## src/rtl/multi_dataflow_out_framer.sv

```systemverilog
// Output framer: registers kernel output beats and tags end-of-line/end-of-frame, reporting frame completion.
// Latency 1 cycle input-to-output; input stalls whenever the output register is full and not being consumed.
module multi_dataflow_out_framer #(
    parameter int DATA_WIDTH = 32,
    parameter int CNT_WIDTH  = 16
) (
    input  logic                    clk_i,
    input  logic                    rst_ni,
    input  logic                    clear_i,
    input  logic                    start_i,
    input  logic [CNT_WIDTH-1:0]    width_i,
    input  logic [CNT_WIDTH-1:0]    height_i,
    input  logic [DATA_WIDTH-1:0]   in_data_i,
    input  logic [DATA_WIDTH/8-1:0] in_strb_i,
    input  logic                    in_valid_i,
    output logic                    in_ready_o,
    output logic [DATA_WIDTH-1:0]   out_data_o,
    output logic [DATA_WIDTH/8-1:0] out_strb_o,
    output logic                    out_valid_o,
    input  logic                    out_ready_i,
    output logic                    out_eol_o,
    output logic                    out_last_o,
    output logic                    busy_o,
    output logic                    frame_done_o,
    output logic                    err_unexp_o
);

    typedef enum logic [1:0] {IDLE, RUN, DRAIN} state_e;

    state_e                 state_q, state_d;
    logic                   frame_done_d;
    logic [CNT_WIDTH-1:0]   width_q, height_q;
    logic [CNT_WIDTH-1:0]   col_q, row_q;
    logic                   in_hs, out_hs;
    logic                   start_ok, start_zero;
    logic                   is_eol, is_last;

    assign in_ready_o = (state_q == RUN) & (~out_valid_o | out_ready_i);
    assign in_hs      = in_valid_i & in_ready_o;
    assign out_hs     = out_valid_o & out_ready_i;
    assign busy_o     = (state_q != IDLE);

    assign start_ok   = (state_q == IDLE) & start_i & (width_i != '0) & (height_i != '0);
    assign start_zero = (state_q == IDLE) & start_i & ((width_i == '0) | (height_i == '0));

    // Dimensions are non-zero once latched, so the decrement cannot wrap.
    assign is_eol  = (col_q == width_q - CNT_WIDTH'(1));
    assign is_last = is_eol & (row_q == height_q - CNT_WIDTH'(1));

    always_comb begin
        state_d      = state_q;
        frame_done_d = 1'b0;
        case (state_q)
            IDLE: begin
                if (start_ok)   state_d = RUN;
                if (start_zero) frame_done_d = 1'b1;
            end
            RUN: begin
                if (in_hs && is_last) state_d = DRAIN;
            end
            DRAIN: begin
                if (out_hs && out_last_o) begin
                    state_d      = IDLE;
                    frame_done_d = 1'b1;
                end
            end
            default: state_d = IDLE;
        endcase
        if (clear_i) begin
            state_d      = IDLE;
            frame_done_d = 1'b0;
        end
    end

    always_ff @(posedge clk_i or negedge rst_ni) begin
        if (!rst_ni) begin
            state_q      <= IDLE;
            frame_done_o <= 1'b0;
        end else begin
            state_q      <= state_d;
            frame_done_o <= frame_done_d;
        end
    end

    always_ff @(posedge clk_i or negedge rst_ni) begin
        if (!rst_ni) begin
            width_q  <= '0;
            height_q <= '0;
            col_q    <= '0;
            row_q    <= '0;
        end else if (clear_i) begin
            col_q <= '0;
            row_q <= '0;
        end else if (start_ok) begin
            width_q  <= width_i;
            height_q <= height_i;
            col_q    <= '0;
            row_q    <= '0;
        end else if (in_hs) begin
            if (is_eol) begin
                col_q <= '0;
                row_q <= is_last ? '0 : row_q + CNT_WIDTH'(1);
            end else begin
                col_q <= col_q + CNT_WIDTH'(1);
            end
        end
    end

    // Single-entry output register; a new beat may enter in the same cycle the held one leaves.
    always_ff @(posedge clk_i or negedge rst_ni) begin
        if (!rst_ni) begin
            out_valid_o <= 1'b0;
            out_data_o  <= '0;
            out_strb_o  <= '0;
            out_eol_o   <= 1'b0;
            out_last_o  <= 1'b0;
        end else if (clear_i) begin
            out_valid_o <= 1'b0;
            out_eol_o   <= 1'b0;
            out_last_o  <= 1'b0;
        end else if (in_hs) begin
            out_valid_o <= 1'b1;
            out_data_o  <= in_data_i;
            out_strb_o  <= in_strb_i;
            out_eol_o   <= is_eol;
            out_last_o  <= is_last;
        end else if (out_hs) begin
            out_valid_o <= 1'b0;
        end
    end

    always_ff @(posedge clk_i or negedge rst_ni) begin
        if (!rst_ni) begin
            err_unexp_o <= 1'b0;
        end else if (clear_i || start_ok) begin
            err_unexp_o <= 1'b0;
        end else if (in_valid_i && (state_q != RUN)) begin
            err_unexp_o <= 1'b1;
        end
    end

endmodule

```

## config.mk

```make
export PLATFORM = sky130hd
export DESIGN_NAME = multi_dataflow_out_framer
export DESIGN_NICKNAME = d
export VERILOG_FILES = /design/src/rtl/multi_dataflow_out_framer.sv
export SDC_FILE = /design/constraint.sdc
export NUM_CORES = 1
export LEC_CHECK = 0
export CAP_MARGIN = 10
export CORE_MARGIN = 4
export CORE_UTILIZATION = 56
export DETAILED_ROUTE_END_ITERATION = 10
export GPL_TIMING_DRIVEN = 0
export PLACE_DENSITY = 0.91
export SLEW_MARGIN = 20
export SYNTH_ARGS = -nofsm -noshare
export SYNTH_HDL_FRONTEND = slang
export SYNTH_SLANG_ARGS = --single-unit
```

## constraint.sdc

```tcl
create_clock -name clk_i -period 9.2 [get_ports clk_i]
set_input_delay 2.3 -clock clk_i [delete_from_list [all_inputs] [get_ports clk_i]]
set_output_delay 2.3 -clock clk_i [all_outputs]
set_load 0.005 [all_outputs]
```

==> impl_summary.md <==
STA
The worst pin sits at a relative slew slack of 55.5%. Across the routed clock network, the largest skew measured is 0.0192 ns. The portion of the clock cycle consumed by the worst path in the final layout is 64.6%. The actual transition at the worst max-transition pin is 0.668 ns. Based on the critical path, the design can be clocked at up to 168 MHz. Setup repair after global routing left no endpoint under its margin. The total count of max-transition violations in the final report is 0.

Setup violations remaining at the end of the flow were counted as 0. The accumulated negative setup slack is 0 ns. The number of failing hold endpoints at the final stage is 0. The worst path needs 5.94 ns of the cycle, external delays included. The worst path meets setup with 3.26 ns of slack.

Finish
The most common cell after layout, fill and taps aside is clkdlybuf4s50_1. In the layout the commonest cells are clkdlybuf4s50_1 (114), dfrtp_1 (107), mux2_2 (68). In the final layout, the share of cells above drive strength 1 is 16.0%. The final instance count without filler cells is 790. 0 antenna diodes ended up in the layout. The number of fillers in the final layout is 704.

The number of nets at the end of the flow is 730. Once layout is complete, the utilization of the core stands at 73.4%. The area added between synthesis and finish is 27.3%.

Global routing
Global routing used 25.3% of the available tracks across all layers. Summed over all layers, the global routing overflow is 0. The initial antenna violation count is 0. The pin count of the biggest net entering global routing is 64. The number of global-route vias before repair is 4888. The wire length of the first global-routing pass is 23400 um.

Drt
Using the TritonRoute via totals, the vias-per-cell ratio works out to 5.99. The number of design rule violations left after detail routing is 0. The first routing iteration left 373 violations.

The total number of vias is 4735. The first-pass detailed-route iteration total is 5. Once detail routing completed, the nets flagged for antenna violations numbered 0. The total wirelength of the detailed-routed design is 14400 um.

The routed wirelength normalized by instance count is 18.2 um.

Floorplanning
The placement row count is 36. The die outline area is 11800 um^2. Pin placement for this block handled 117 I/O pins. The die is 109 um tall. The die width is 109 um. The effective utilization at floorplan is 57.7%.

The placeable core area is 9820 um^2.

Clocking
The total of cells resized after clock tree synthesis is 0. The H-tree was split into 3 levels. At the later pin of the worst-skew pair, clock insertion delay measures 0.40 ns. Counting along the longest clock path gives a buffer depth of 2.

Clock tree synthesis inserted a total of 9 buffers. The clock sink total is 107. After clock tree synthesis, the clock-pin slew on the worst setup and hold paths is 0.12 ns. The clock root buffer master is clkbuf_8. Buffers added to address setup during post-CTS repair amount to 0. The CTS tree is built. The total of hold buffers inserted after clock tree synthesis is 0.

Critical path
Data on the critical path arrives at its endpoint at 3.64 ns. The critical register-to-register path endpoint is row_q[8]. Data on the critical path is required at its endpoint by 6.90 ns. The kind of launch point of the worst setup path is an input pin.

The standard cell with the maximum stage delay on the critical path is clkdlybuf4s50_1. The kind of end point of the critical path is an output pin. The source of the worst register-to-register timing path is width_q[0]. By instance count, the cell type seen most on the critical path is clkdlybuf4s50_1. The peak fanout along the critical path is 3. The worst setup slack for register-to-register paths is 5.39 ns. The worst register-to-register path has a depth of 12. In this design, the stage delay of the slowest critical-path cell is 0.54 ns. The worst setup path is of the input pin to output pin kind. Walking the worst path, the cells encountered are clkdlybuf4s50_1 > nand2b_1 > nor2b_1 > clkdlybuf4s50_1.

Outcome
The run finished with clean final reports.

Synth
The proportion of synthesized chip area in sequential cells is 47.3%. The synthesized design contains 107 register bits. The net count after synthesis is 603. Counting flops with an async set or reset pin after synthesis yields a share of 100%. The cell count after synthesis came out at 525. In this run the mean area of a mapped cell was 10.8 um^2.

The number of flops mapped to enable cells by yosys is 0. The mapped cell area is 5660 um^2. Synthesis instantiated 60 different standard cells from the library. The flip-flop cell with the highest count after synthesis is dfrtp_1. The total of warnings raised by yosys is 0.

Placed design
The number of placed instances, taps included, is 774. In this run the tool buffered the top-level ports with 115 buffer cells. The post-place setup slack is 3.27 ns. Detailed placement ended at an HPWL of 10800 um. The congestion estimate from routability-driven global placement came to 0.917.

Power and ir drop
The standby leakage power is 2.89 nW. VDD sags by at most 147 uV. Power spread over the standard cell area amounts to 182 nW/um^2.

Flow run
The reported max-cap violation count is 0.

Hold path
Along the worst hold path, the cell count comes to 1. The end point of the worst hold path is frame_done_o. The class of the most critical hold timing path is flop to flop.

The start point of the worst hold path is state_q[0].
==> routing by layer <==
| layer | GRT usage [%] | vias up | share of wire (%) |
|---|---|---|---|
| met1 | 31.0 | 2309 | 41 |
| met2 | 41.4 | 207 | 48 |
| met3 | 8.72 | 36 | 8.3 |
| met4 | 9.83 | 0 | 2.8 |
| met5 | 0 | - | 0 |
| li1 | - | 2183 | - |
==> cell families after synthesis <==
family	Yosys count	synth area share, %
adder cells (fa/ha/maj)	4	0.884
XOR/XNOR	51	7.89
flip-flops	107	47.3
AO/OA/AOI/OAI	81	10.3
multiplexers	70	13.9
AND/OR/NAND/NOR	170	16.6
buffers and inverters	42	3.16
==> final cells by class <==
cell class              instances  area (um^2)  share of cell area (%)
well taps                     133          166                    2.31
flip-flops and latches        107         2680                    37.2
inverters                      16         60.1                   0.833
multi-input cells             376         2810                    38.9
plain buffers                  26          119                    1.65
repair buffers                116         1180                    16.4
clock inverters                 7         75.1                    1.04
clock buffers                   9          124                    1.72
==> stage by stage <==
stage	power, mW	instance area, um^2	hold slack (ns)
3_5_place_dp	1.03	7010	0.496
4_1_cts	1.32	7210	0.513
3_3_place_gp	1.00	6980	0.484
2_1_floorplan	0.817	5660	0.450
5_1_grt	1.39	7210	0.535
6_report	1.31	7210	0.509
==> registers in the layout, indices dropped and copies added, names as in the netlist <==
| signal | cells |
|---|---|
| err_unexp_o | 1 |
| out_last_o | 1 |
| col_q | 16 |
| out_valid_o | 1 |
| height_q | 16 |
| row_q | 16 |
| frame_done_o | 1 |
| out_eol_o | 1 |
| state_q | 2 |
| width_q | 16 |
| out_strb_o | 4 |
| out_data_o | 32 |
==> critical path, delay by kind of cell <==
family | cells | cell delay, ns
buf+inv | 2 | 1.05
simple gates | 2 | 0.29
==> synth_stat cells, types with 6 or more instances <==
library cell | number | area (um^2)
nor2_1 | 28 | 105
or2_2 | 6 | 37.5
nand3_1 | 19 | 95.1
and3_1 | 12 | 75.1
xor2_1 | 23 | 201
o31ai_1 | 14 | 105
nand4_1 | 12 | 75.1
nor4_1 | 12 | 75.1
nand2_1 | 30 | 113
mux2_2 | 68 | 766
clkbuf_1 | 17 | 63.8
a22oi_1 | 11 | 82.6
nor3_1 | 15 | 75.1
xnor2_1 | 28 | 245
inv_1 | 16 | 60.1
a21oi_1 | 15 | 75.1
dfrtp_1 | 107 | 2680
==> power breakdown <==
group          internal, mW  switching [mW]  leakage [nW]
Clock                 0.108           0.183        0.0985
Combinational         0.237           0.158          1.44
Sequential            0.554          0.0741          1.35
==> worst max-delay path by stage <==
stage / startpoint / to / slack, ns / cells past startpoint
floorplan: out_ready_i / in_ready_o / 4.33 / 2
global placement: rst_ni / out_data_o[22] / 1.93 / 1
detailed placement: out_ready_i / in_ready_o / 3.27 / 4
CTS: out_ready_i / in_ready_o / 3.25 / 4
global route: out_ready_i / in_ready_o / 3.18 / 4
finish: out_ready_i / in_ready_o / 3.26 / 4
No activity file was read; power rests on OpenSTA's default activity.
==> edit (same settings) <==
Re-encode `state_e` (3 states) as one-hot, 3 bits wide.
--- a/src/rtl/multi_dataflow_out_framer.sv
+++ b/src/rtl/multi_dataflow_out_framer.sv
@@ -25,7 +25,7 @@
     output logic                    err_unexp_o
 );
 
-    typedef enum logic [1:0] {IDLE, RUN, DRAIN} state_e;
+    typedef enum logic [2:0] {IDLE = 3'b001, RUN = 3'b010, DRAIN = 3'b100} state_e;
 
     state_e                 state_q, state_d;
     logic                   frame_done_d;
Check against the original RTL: no difference found for any inputs over 4 cycles, from zero or initial values and one cycle with rst_ni low; so few cycles prove little.
==> edit against the original RTL <==
Sequential cell count up 1. Area after synthesis up 4.1%. Critical path type unchanged. Non-clock buffer count down 1. Highest routed layer unchanged. Power down 5.7%. Die area up 3.8%. Sequential power down 2%. Critical endpoint unchanged. Critical path depth unchanged. Register-to-register slack better by 220 ps. Via count up 4.4%. Final area up 3.3%. Worst setup slack better by 20 ps. Largest power group unchanged. Sequential share of layout area down 0.83 points. Routed wire length up 6.2%.
==> edit: results (changes against the original RTL) <==
Outcome
  – Status: complete, no violations

Clocking
  – Postcts setup bufs: 0 (unchanged)
  – Clock Latency Late Sink: 380 ps (-20 ps)
  – Clock slew at reported path FFs: 100 ps (-20 ps)

Synth
  – Top post-synthesis cells by area: dfrtp_1 45%, mux2_2 13%, xnor2_1 5.2%, xor2_1 2.4%, a32oi_1 2.2%
  – Synth Net Count: 621 (+3.0%)
  – Post-Syn Instances: 543 (+3.4%)
  – Commonest cells post-synth: 107 x dfrtp_1, 68 x mux2_2, 35 x xnor2_1
  – Sequential-to-total area share from yosys stat: 45.9% (-1.4 points)
  – Syn. warnings: 0 (unchanged)

Placed design
  – Placed Area: 7250 µm² (+3.5%)
  – DP HPWL: 11600 µm (+7.1%)
  – Placed Cells: 796 (+2.8%)
  – Place WS: 3280 ps (+7.82 ps)
  – Gpl congestion: 0.890 (-3.0%)
  – I/O Buffers: 116 (+0.87%)

Power
  – Pleak: 2.99 nW (+3.7%)
  – Pint: 0.874 mW (-2.8%)
  – Worst VDD drop: 0.000128 V (-13%)

Drt
  – Vias: 4943 (+4.4%)
  – Initial DRC count: 361 (-3.2%)
  – Routed wire length: 15300 µm (+6.2%)

GRT
  – GR Layer Usage met2: 42.1% (+0.72 points)
  – Vias in the first global route: 5093 (+4.2%)
  – First-pass GRT wire length: 25300 µm (+8.4%)
  – Global routing usage on met3: 10.1% (+1.4 points)
  – Total global-route track usage: 25.3% (about the same)

STA
  – Worst-Margin Slew: 1080 ps (+410 ps)
  – Clock Skews: 9.40 ps (-9.84 ps)

Finish
  – Fin cells: 811 (+2.7%)
  – Filler cell count: 669 (-5.0%)
  – Layout cells sized above 1: 15.4% (-0.57 points)
  – Layout Nets: 749 (+2.6%)
## edit: cell types whose count changed after synthesis, sizes merged, moves of 10 or more
| cell | change |
|---|---|
| o31ai | -11 |
| a22oi | -11 |
| nand2 | -11 |
| o41ai | +11 |
| or4 | +10 |
| a32oi | +10 |
## edit: power by group through the flow
stage | Combinational, mW | Sequential, mW | Clock (mW)
floorplan | 0.177 | 0.604 | 0
global placement | 0.318 | 0.611 | 0
global route | 0.367 | 0.622 | 0.316
finish | 0.337 | 0.613 | 0.290
detailed placement | 0.335 | 0.619 | 0
CTS | 0.338 | 0.611 | 0.294
## edit: final cells by class
| type | count | area (µm²) | share of cell area (%) |
|---|---|---|---|
| multi-input cells | 396 | 3010 | 40.5 |
| flip-flops and latches | 108 | 2700 | 36.3 |
| inverters | 15 | 56.3 | 0.756 |
| repair buffers | 117 | 1190 | 16.0 |
| well taps | 136 | 170 | 2.29 |
| clock inverters | 3 | 46.3 | 0.622 |
| clock buffers | 12 | 145 | 1.95 |
| plain buffers | 24 | 121 | 1.63 |
## edit: worst paths after layout
kind	start	to	slack, ps	depth (start not counted)
worst min register to register	err_unexp_o$_DFFE_PN0P_	err_unexp_o$_DFFE_PN0P_	510	2
worst max-delay path	out_ready_i	in_ready_o	3280	4
max in group asynchronous	rst_ni	out_data_o[16]$_DFFE_PN0P_	6740	2
worst min-delay path	err_unexp_o$_DFFE_PN0P_	err_unexp_o$_DFFE_PN0P_	510	2
min in group asynchronous	rst_ni	col_q[5]$_DFFE_PN0P_	1820	1
worst max register to register	width_q[3]$_DFFE_PN0P_	row_q[7]$_DFFE_PN0P_	5610	9
## edit: cells by family after synthesis
kind of cell | after synthesis | share of synthesized area, %
compound gates | 83 | 10.6
buf+inv | 39 | 3.01
simple gates | 188 | 18.7
xor+xnor | 51 | 7.58
fa+ha+maj | 4 | 0.849
flops | 108 | 45.9
mux | 70 | 13.3
## edit: critical path, stage by stage
cell and delay, ps:
clkdlybuf4s50_1 480, nand2b_1 120, nor2b_1 200, clkdlybuf4s50_1 530
## edit: layer usage
metal / part of all wire [%] / vias to the layer above / routed length [µm]
met5: 0 / - / 0
met4: 2.4 / 0 / 362
met3: 10 / 35 / 1540
met2: 48 / 221 / 7360
met1: 39 / 2393 / 6030
li1: - / 2294 / -
